===== config.mk =====
export PLATFORM = sky130hd
export DESIGN_NAME = axis_frame_packer
export DESIGN_NICKNAME = d
export VERILOG_FILES = /design/src/rtl/axis_pkg.sv /design/src/rtl/axis_skid_buffer.sv /design/src/rtl/axis_frame_packer.sv
export SDC_FILE = /design/constraint.sdc
export NUM_CORES = 1
export LEC_CHECK = 0
export ABC_AREA = 1
export CAP_MARGIN = 40
export CELL_PAD_IN_SITES_DETAIL_PLACEMENT = 0
export CELL_PAD_IN_SITES_GLOBAL_PLACEMENT = 2
export CORE_ASPECT_RATIO = 1.75
export CORE_MARGIN = 1.5
export CORE_UTILIZATION = 30
export DETAILED_ROUTE_END_ITERATION = 8
export GPL_TIMING_DRIVEN = 0
export MAX_ROUTING_LAYER = met4
export PLACE_DENSITY_LB_ADDON = 0.1
export SYNTH_ARGS = -nofsm -noshare
export SYNTH_HDL_FRONTEND = slang
export SYNTH_SLANG_ARGS = --single-unit

===== constraint.sdc =====
create_clock -name aclk -period 3.5 [get_ports aclk]
set_input_delay 0.7 -clock aclk [delete_from_list [all_inputs] [get_ports aclk]]
set_output_delay 0.7 -clock aclk [all_outputs]
set_load 0.02 [all_outputs]

===== src/rtl/axis_pkg.sv =====
// Shared definitions for the AXI-Stream frame packer.
// Holds the controller state encoding so that the top level and any future
// observers (status decoders, debug taps) agree on what IDLE and RUN mean.
// Parameters stay local to each module that uses them.
package axis_pkg;

  // Frame controller states.
  //   IDLE : not forwarding; upstream is held off (s_axis_tready low).
  //   RUN  : forwarding words and counting them into frames of length L.
  typedef enum logic {
    IDLE = 1'b0,
    RUN  = 1'b1
  } state_t;

endpackage


===== src/rtl/axis_skid_buffer.sv =====
// Two-entry skid buffer with fully registered outputs.
//
// Entry p0 drives the output port directly. Entry p1 catches the word that
// arrives in the cycle when the output stalls. Because s_ready depends only
// on p1 being empty, the upstream handshake never looks at the same-cycle
// m_ready, and the buffer still sustains one word per clock.
//
// Ports
//   clk, rst          : clock, synchronous active-high reset
//   s_data/s_valid    : upstream word and its valid
//   s_ready           : high while the catch entry is empty
//   m_data/m_valid    : registered downstream word and its valid
//   m_ready           : downstream accept
module axis_skid_buffer #(
  parameter int DATA_W = 33
) (
  input  logic              clk,
  input  logic              rst,
  input  logic [DATA_W-1:0] s_data,
  input  logic              s_valid,
  output logic              s_ready,
  output logic [DATA_W-1:0] m_data,
  output logic              m_valid,
  input  logic              m_ready
);

  logic [DATA_W-1:0] data_p0;
  logic [DATA_W-1:0] data_p1;
  logic              vld_p0;
  logic              vld_p1;
  logic              s_fire;
  logic              slot_free;

  assign s_ready   = ~vld_p1;
  assign s_fire    = s_valid & s_ready;
  // The output entry can take a new word when it is empty or being consumed.
  assign slot_free = m_ready | ~vld_p0;

  // Output stage (p0): the output data is cleared on reset so the port is
  // quiet (all zero) while the block is held in reset.
  always_ff @(posedge clk) begin
    if (rst) begin
      vld_p0  <= 1'b0;
      vld_p1  <= 1'b0;
      data_p0 <= '0;
    end else if (slot_free) begin
      if (vld_p1) begin
        // Older word waiting in the catch entry goes out first. s_ready was
        // low this cycle, so no new word can arrive alongside it.
        data_p0 <= data_p1;
        vld_p0  <= 1'b1;
        vld_p1  <= 1'b0;
      end else begin
        vld_p0 <= s_fire;
        if (s_fire) begin
          data_p0 <= s_data;
        end
      end
    end else if (s_fire) begin
      vld_p1 <= 1'b1;
    end
  end

  // Catch stage (p1): captures the word that arrives while p0 is stalled.
  // Its contents are meaningless while vld_p1 is low, so no reset is needed.
  always_ff @(posedge clk) begin
    if (!slot_free && s_fire) begin
      data_p1 <= s_data;
    end
  end

  assign m_data  = data_p0;
  assign m_valid = vld_p0;

endmodule


===== src/rtl/axis_frame_packer.sv =====
// AXI-Stream frame packer.
//
// Forwards words from the upstream stream to the downstream stream, marking
// every L-th word with tlast, where L is taken from cfg_data when a frame
// starts. cfg_enable gates the start of each new frame; a frame already in
// progress always runs to completion. sts_data counts completed frames.
//
// Ports
//   aclk, areset                 : clock, synchronous active-high reset
//   cfg_enable                   : allow new frames to start
//   cfg_data [CNTR_WIDTH]        : words per frame (0 means do not start)
//   s_axis_tdata/tvalid/tready   : upstream stream
//   m_axis_tdata/tvalid/tready/tlast : framed downstream stream (registered)
//   sts_data [STS_WIDTH]         : frames completed since reset (wraps)
module axis_frame_packer
  import axis_pkg::*;
#(
  parameter int AXIS_TDATA_WIDTH = 32,
  parameter int CNTR_WIDTH       = 16,
  parameter int STS_WIDTH        = 32
) (
  input  logic                        aclk,
  input  logic                        areset,
  input  logic                        cfg_enable,
  input  logic [CNTR_WIDTH-1:0]       cfg_data,
  input  logic [AXIS_TDATA_WIDTH-1:0] s_axis_tdata,
  input  logic                        s_axis_tvalid,
  output logic                        s_axis_tready,
  output logic [AXIS_TDATA_WIDTH-1:0] m_axis_tdata,
  output logic                        m_axis_tvalid,
  input  logic                        m_axis_tready,
  output logic                        m_axis_tlast,
  output logic [STS_WIDTH-1:0]        sts_data
);

  localparam int BUF_W = AXIS_TDATA_WIDTH + 1;

  state_t                  state;
  logic [CNTR_WIDTH-1:0]   len;
  logic [CNTR_WIDTH-1:0]   cnt;
  logic [STS_WIDTH-1:0]    frames;

  logic                    buf_ready;
  logic                    accept;
  logic                    frame_end;
  logic                    cfg_ok;
  logic [BUF_W-1:0]        buf_in;
  logic [BUF_W-1:0]        buf_out;

  assign cfg_ok    = cfg_enable && (cfg_data != '0);
  assign s_axis_tready = (state == RUN) && buf_ready;
  assign accept    = s_axis_tvalid && s_axis_tready;
  // len is never zero in RUN, so len-1 cannot wrap; the largest count
  // reached is 2^CNTR_WIDTH-2, which fits the counter.
  assign frame_end = (cnt == len - CNTR_WIDTH'(1));

  // Frame controller: counts accepted words, tags the last word of each
  // frame and decides at every frame boundary whether to keep running.
  always_ff @(posedge aclk) begin
    if (areset) begin
      state  <= IDLE;
      len    <= '0;
      cnt    <= '0;
      frames <= '0;
    end else begin
      case (state)
        IDLE: begin
          if (cfg_ok) begin
            state <= RUN;
            len   <= cfg_data;
            cnt   <= '0;
          end
        end
        RUN: begin
          if (accept) begin
            if (frame_end) begin
              cnt    <= '0;
              frames <= frames + STS_WIDTH'(1);
              // Back-to-back frames when still enabled; the new length is
              // picked up only here, never in the middle of a frame.
              if (cfg_ok) begin
                len <= cfg_data;
              end else begin
                state <= IDLE;
              end
            end else begin
              cnt <= cnt + CNTR_WIDTH'(1);
            end
          end
        end
        default: state <= IDLE;
      endcase
    end
  end

  assign sts_data = frames;

  // tlast travels with its word through the buffer as the top bit.
  assign buf_in = {frame_end, s_axis_tdata};

  axis_skid_buffer #(
    .DATA_W (BUF_W)
  ) u_skid (
    .clk     (aclk),
    .rst     (areset),
    .s_data  (buf_in),
    .s_valid (accept),
    .s_ready (buf_ready),
    .m_data  (buf_out),
    .m_valid (m_axis_tvalid),
    .m_ready (m_axis_tready)
  );

  assign m_axis_tlast = buf_out[BUF_W-1];
  assign m_axis_tdata = buf_out[AXIS_TDATA_WIDTH-1:0];

endmodule


[After elaboration in Yosys (flattened, before gate mapping)]
Index checks and enable logic that the tools add are counted.
Storage, ports and cells
  register bits after elaboration: 133
  bits of input ports: 53
  output and inout bits: 67
  word-level logic and storage cells: 47
Cells by class
  add/subtract/negate cells: 3
  equality and inequality tests: 4
  muxes and demuxes: 15
  bitwise gates (word level): 5
  reduce and logical (&&, ||, !) cells: 12
Operators by type and width (count)
  16-bit two-way mux: 6
  33-bit two-way mux: 2
  16-bit one-hot mux with 2 select lines: 2
  32-bit by 1-bit adder with 32-bit output (second input constant): 1
  16-bit by 1-bit adder with 16-bit output (second input constant): 1
  16-bit == test: 1
  16-bit nonzero test: 1
  16-bit by 1-bit subtractor with 16-bit output (second input constant): 1
  2-bit AND reduction: 3
  1-bit logical AND: 4
  1-bit two-way mux: 4
  2-bit by 1-bit != test with 1-bit output (second input constant): 2
  1-bit NOT: 3
  3-bit AND reduction: 1
  2-bit != test (second input constant): 1
  1-bit one-hot mux with 2 select lines: 1
  2-bit nonzero test: 1
  2-bit OR reduction: 1
  1-bit bitwise AND: 1
  1-bit zero test: 1
  1-bit bitwise OR: 1

[Logic depth before layout (Yosys ltp)]
  depth after elaboration: 6
  depth in mapped cells: 18
  mapped depth without buffers: 18

[Modules after synthesis]
Synthesis repeated with hierarchy kept, for this count alone.
Unflattened totals
  cell total of the unflattened synthesis: 1064
  area, all modules: 7145.6 um^2
Modules (own cells, without submodules)
  axis_frame_packer: instances 1, cells an instance 704, area each 4299.1 um^2, seq. area each 1301.2 um^2
  axis_skid_buffer: instances 1, cells an instance 360, area each 2846.5 um^2, seq. area each 1691.6 um^2

[Least setup slack after synthesis]
No wires, ideal clock.
  kind: flip-flop to flip-flop
  start: reg state
  end: reg u_skid.data_p1[0], enable pin
  library setup time: 423 ps
  arrival time: 2383 ps
  required time: 3077 ps
  setup slack: 694 ps
  cell stages (with the launch flop): 5
  buffers on the path: 0
  period minus slack after synthesis: 2806 ps
  path through: dfxtp_1 inv_1 nor2_1 nand2_1 nor2_1
On the way
  longest elaborated chain between the ends: 4
Ends and longest elaborated chain
  start: declaration: line axis_frame_packer.sv:38  | state_t state;
  start signal: assignment: line axis_frame_packer.sv:61  | state <= IDLE;
  start signal: assignment: line axis_frame_packer.sv:69  | state <= RUN;
  start signal: assignment: line axis_frame_packer.sv:84  | state <= IDLE;
  1-bit logical AND: line axis_frame_packer.sv:51  | assign s_axis_tready = (state == RUN) && buf_ready;
  net s_axis_tready: line axis_frame_packer.sv:28  | output logic s_axis_tready,
  1-bit logical AND: line axis_frame_packer.sv:52  | assign accept = s_axis_tvalid && s_axis_tready;
  1-bit bitwise AND: line axis_skid_buffer.sv:35  | assign s_fire = s_valid & s_ready;
  1-bit logical AND: line axis_skid_buffer.sv:67  | if (!slot_free && s_fire) begin
  end signal: assignment: line axis_skid_buffer.sv:68  | data_p1 <= s_data;
  end: declaration: line axis_skid_buffer.sv:28  | logic [DATA_W-1:0] data_p1;
The timed path passes the listed nets, and every way through them passes these cells.
A chain may end at the register's enable or synchronous reset.

[Worst setup path after layout]
  start: in cfg_data[13]
  end: reg cnt[14]
On the way
  longest elaborated chain between the ends: 4
Ends and longest elaborated chain
  start: declaration: line axis_frame_packer.sv:25  | input logic [CNTR_WIDTH-1:0] cfg_data,
  16-bit nonzero test: line axis_frame_packer.sv:50  | assign cfg_ok = cfg_enable && (cfg_data != '0);
  1-bit logical AND: line axis_frame_packer.sv:50
  2-bit != test (no source line)
  2-bit AND reduction (no source line)
  end signal: assignment: line axis_frame_packer.sv:87  | cnt <= cnt + CNTR_WIDTH'(1);
  end: declaration: line axis_frame_packer.sv:40  | logic [CNTR_WIDTH-1:0] cnt;
Every way passes these cells.

==> metrics.md <==
| Metric | Value |
|---|---|
| Total GRT Usage | `20.6%` |
| Chip width | `117 µm` |
| Fin crit share | `75.6%` |
| First-pass GRT wire length | `35400 µm` |
| Final Slew Violations | `0` |
| Clk sink count | `133` |
| Post-synthesis sequential area ratio | `43.8%` |
| Post-Synthesis Cell Area | `0.00683 mm²` |
| Final core utilization | `40.3%` |
| Number of diodes | `0` |
| Final WL | `22500 µm` |
| Slew @ Worst Pin | `0.762 ns` |
| Port bufs | `119` |
| Largest net degree at the start of global routing | `24` |
| Hold-fix buffers at CTS | `0` |
| Htree depth | `4` |
| Status | `finished, final reports clean` |
| Hpwl dp | `17800 µm` |
| DR vias | `6429` |
| I/O pin count | `120` |
| Most frequent cells in the layout | `nand2_1 (250), clkdlybuf4s50_1 (119), dfxtp_1 (100)` |
| Storage cell area | `0.00299 mm²` |
| Clock skew | `0.00603 ns` |
| Clk slew on worst S/H paths | `0.06 ns` |
| Final Hold Fails | `0` |
| RSZ-0062 raised after global routing | `false` |
| Clock latency on the worst-skew pair | `0.43 ns` |
| Pwr per Cell Area | `431 mW/mm²` |
| Layout cells sized above 1 | `7.72%` |
| Initial core utilization | `30.7%` |
| Max Root-Sink Buffers | `2` |
| Worst slew margin | `48.7%` |
| Total negative setup slack | `0 ns` |
| Non-filler instance count after layout | `1371` |
| RePlAce Congestion | `0.860` |
| Fillers | `2421` |
| Post-Synthesis Cells | `923` |
| Yosys cell types | `35` |
| DRT iter0 DRCs | `260` |
| DRC viols | `0` |
| Final net count | `1118` |
| VDD IR max | `0.380 mV` |
| Crit. End Element | `flop` |
| Syn avg cell area | `7.40 µm²` |
| Rows | `72` |
| Post-synthesis register bit count | `133` |
| Initial DRT Pass Iterations | `4` |
| Crit Path Category | `input port to flop` |
| Worst Path Required | `3.83 ns` |
| Setup violators final | `0` |
| Postcts setup bufs | `0` |
| CTS Buf Count | `17` |
| Arrival time worst endpoint | `2.98 ns` |
| Area delta synth->final | `31.3%` |
| Hold slack | `0.506 ns` |
| CTS tree | `built` |
| Multi-input combinational cell area | `0.00332 mm²` |
| Crit Path Max Fanout | `10` |
| Hold WC Path Type | `flop to flop` |
| Dpl cells | `1339` |
| Synth warn | `0` |
| Max-Cap Viols | `0` |
| Vias/cell | `4.69` |
| Root Buffer Master | `clkbuf_16` |
| Core area | `0.0223 mm²` |
| Vias in the first global route | `6564` |
| Resized Gates After CTS | `0` |
| Final ANT Viol Nets | `0` |
| Initial antenna violation count | `0` |
| GRT Residual Overflow | `0` |
| Lkg Pwr | `0.00351 µW` |
| Total die area | `0.0237 mm²` |
| Most common cell after layout, fill and taps aside | `nand2_1` |
| Final min period | `2.65 ns` |
| Post-Syn Nets | `979` |
| WL per Instance | `16.4 µm` |
| Die height | `203 µm` |
| Max Fclk | `378 MHz` |
| Crit start category | `input port` |
==> through the flow <==
stage	cell area [µm²]	worst slack (ns)	power, µW
finish	8970	0.852	3870
global route	8970	0.624	4040
CTS	8970	0.794	3920
detailed placement	8420	0.348	2230
global placement	8400	-0.615	2230
floorplan	6830	0.694	2000
==> cells in the mapped netlist <==
cell type / n / area share [%]
and2_1: 1 / 0.092
xnor2_1: 15 / 1.9
a21boi_1: 1 / 0.11
nand2_1: 250 / 14
buf_4: 1 / 0.11
nor3_2: 1 / 0.15
a21oi_4: 1 / 0.24
nand2_2: 6 / 0.55
edfxtp_1: 33 / 15
buf_6: 6 / 0.99
nor2_8: 2 / 0.59
o21ai_1: 1 / 0.073
nor4_1: 10 / 0.92
clkbuf_1: 23 / 1.3
buf_1: 2 / 0.11
a31oi_1: 32 / 2.9
buf_2: 6 / 0.44
nand3b_1: 3 / 0.33
buf_12: 1 / 0.29
ha_1: 3 / 0.55
o21ai_0: 47 / 3.4
nand3_1: 73 / 5.3
nand4_1: 12 / 1.1
a21oi_1: 49 / 3.6
dfxtp_1: 100 / 29
xor2_1: 28 / 3.6
nor2_2: 16 / 1.5
nor3_1: 14 / 1.0
inv_1: 80 / 4.4
nor2_4: 3 / 0.49
nor2_1: 95 / 5.2
inv_2: 2 / 0.11
mux2i_1: 1 / 0.15
nand3_4: 1 / 0.26
nand2_4: 4 / 0.66
==> kinds of logic after synthesis <==
group                      synth area share, %
AOI/OAI and AO/OA                         10.4
xor gates and xnor gates                  5.51
buffers and inverters                     7.71
muxes                                    0.146
DFF                                       43.8
adders and majority gates                0.549
and+or+nand+nor                           31.9
==> critical path, stage by stage <==
cell and delay [ns]:
clkdlybuf4s50_1 0.46, inv_1 0.06, nand4_1 0.09, nor2_1 0.05, a21boi_1 0.47, nand2_1 0.10
nand2_1 0.22, buf_2 0.30, nand2_1 0.10, nor2_1 0.19, nand4_1 0.11, nand2_1 0.09
nor2_2 0.04
==> final timing paths <==
| kind | startpoint | end | slack (ns) | cells after the start |
|---|---|---|---|---|
| min reg2reg | u_skid.m_data[32]$_SDFFE_PP0P_ | u_skid.m_data[32]$_SDFFE_PP0P_ | 0.51 | 2 |
| max reg2reg | len[0]$_SDFFE_PP0P_ | cnt[2]$_SDFFE_PP0P_ | 0.97 | 17 |
| max | cfg_data[13] | cnt[14]$_SDFFE_PP0P_ | 0.85 | 13 |
| min | u_skid.m_data[32]$_SDFFE_PP0P_ | u_skid.m_data[32]$_SDFFE_PP0P_ | 0.51 | 2 |
==> area by class of cell <==
class,instances,area share (%)
clock buffers,18,4.78
multi-input cells,669,37.0
clock inverters,14,1.32
flip-flops and latches,133,33.4
well taps,296,4.13
inverters,82,3.43
plain buffers,39,2.44
repair buffers,120,13.5
==> sequential cells by signal, indices dropped and copies added, names as in the netlist <==
signal and flops:
u_skid.m_valid 1, state 1, len 16, u_skid.data_p1 33, cnt 16, u_skid.m_data 33, sts_data 32, u_skid.vld_p1 1
==> power breakdown <==
part	switching, µW	leakage, µW	internal [µW]
Clock	758	0.000259	926
Sequential	47.4	0.00111	1620
Combinational	303	0.00214	214
==> per-layer routing <==
metal / vias to the layer above / share of wire (%) / wire length, µm / track usage (%)
li1: 3304 / - / - / -
met4: 0 / 2.1 / 469 / 6.37
met5: - / 0 / 0 / -
met2: 99 / 58 / 13000 / 39.5
met3: 23 / 2.8 / 628 / 4.18
met1: 3003 / 37 / 8340 / 20.1
No activity file was read; power rests on OpenSTA's default activity.
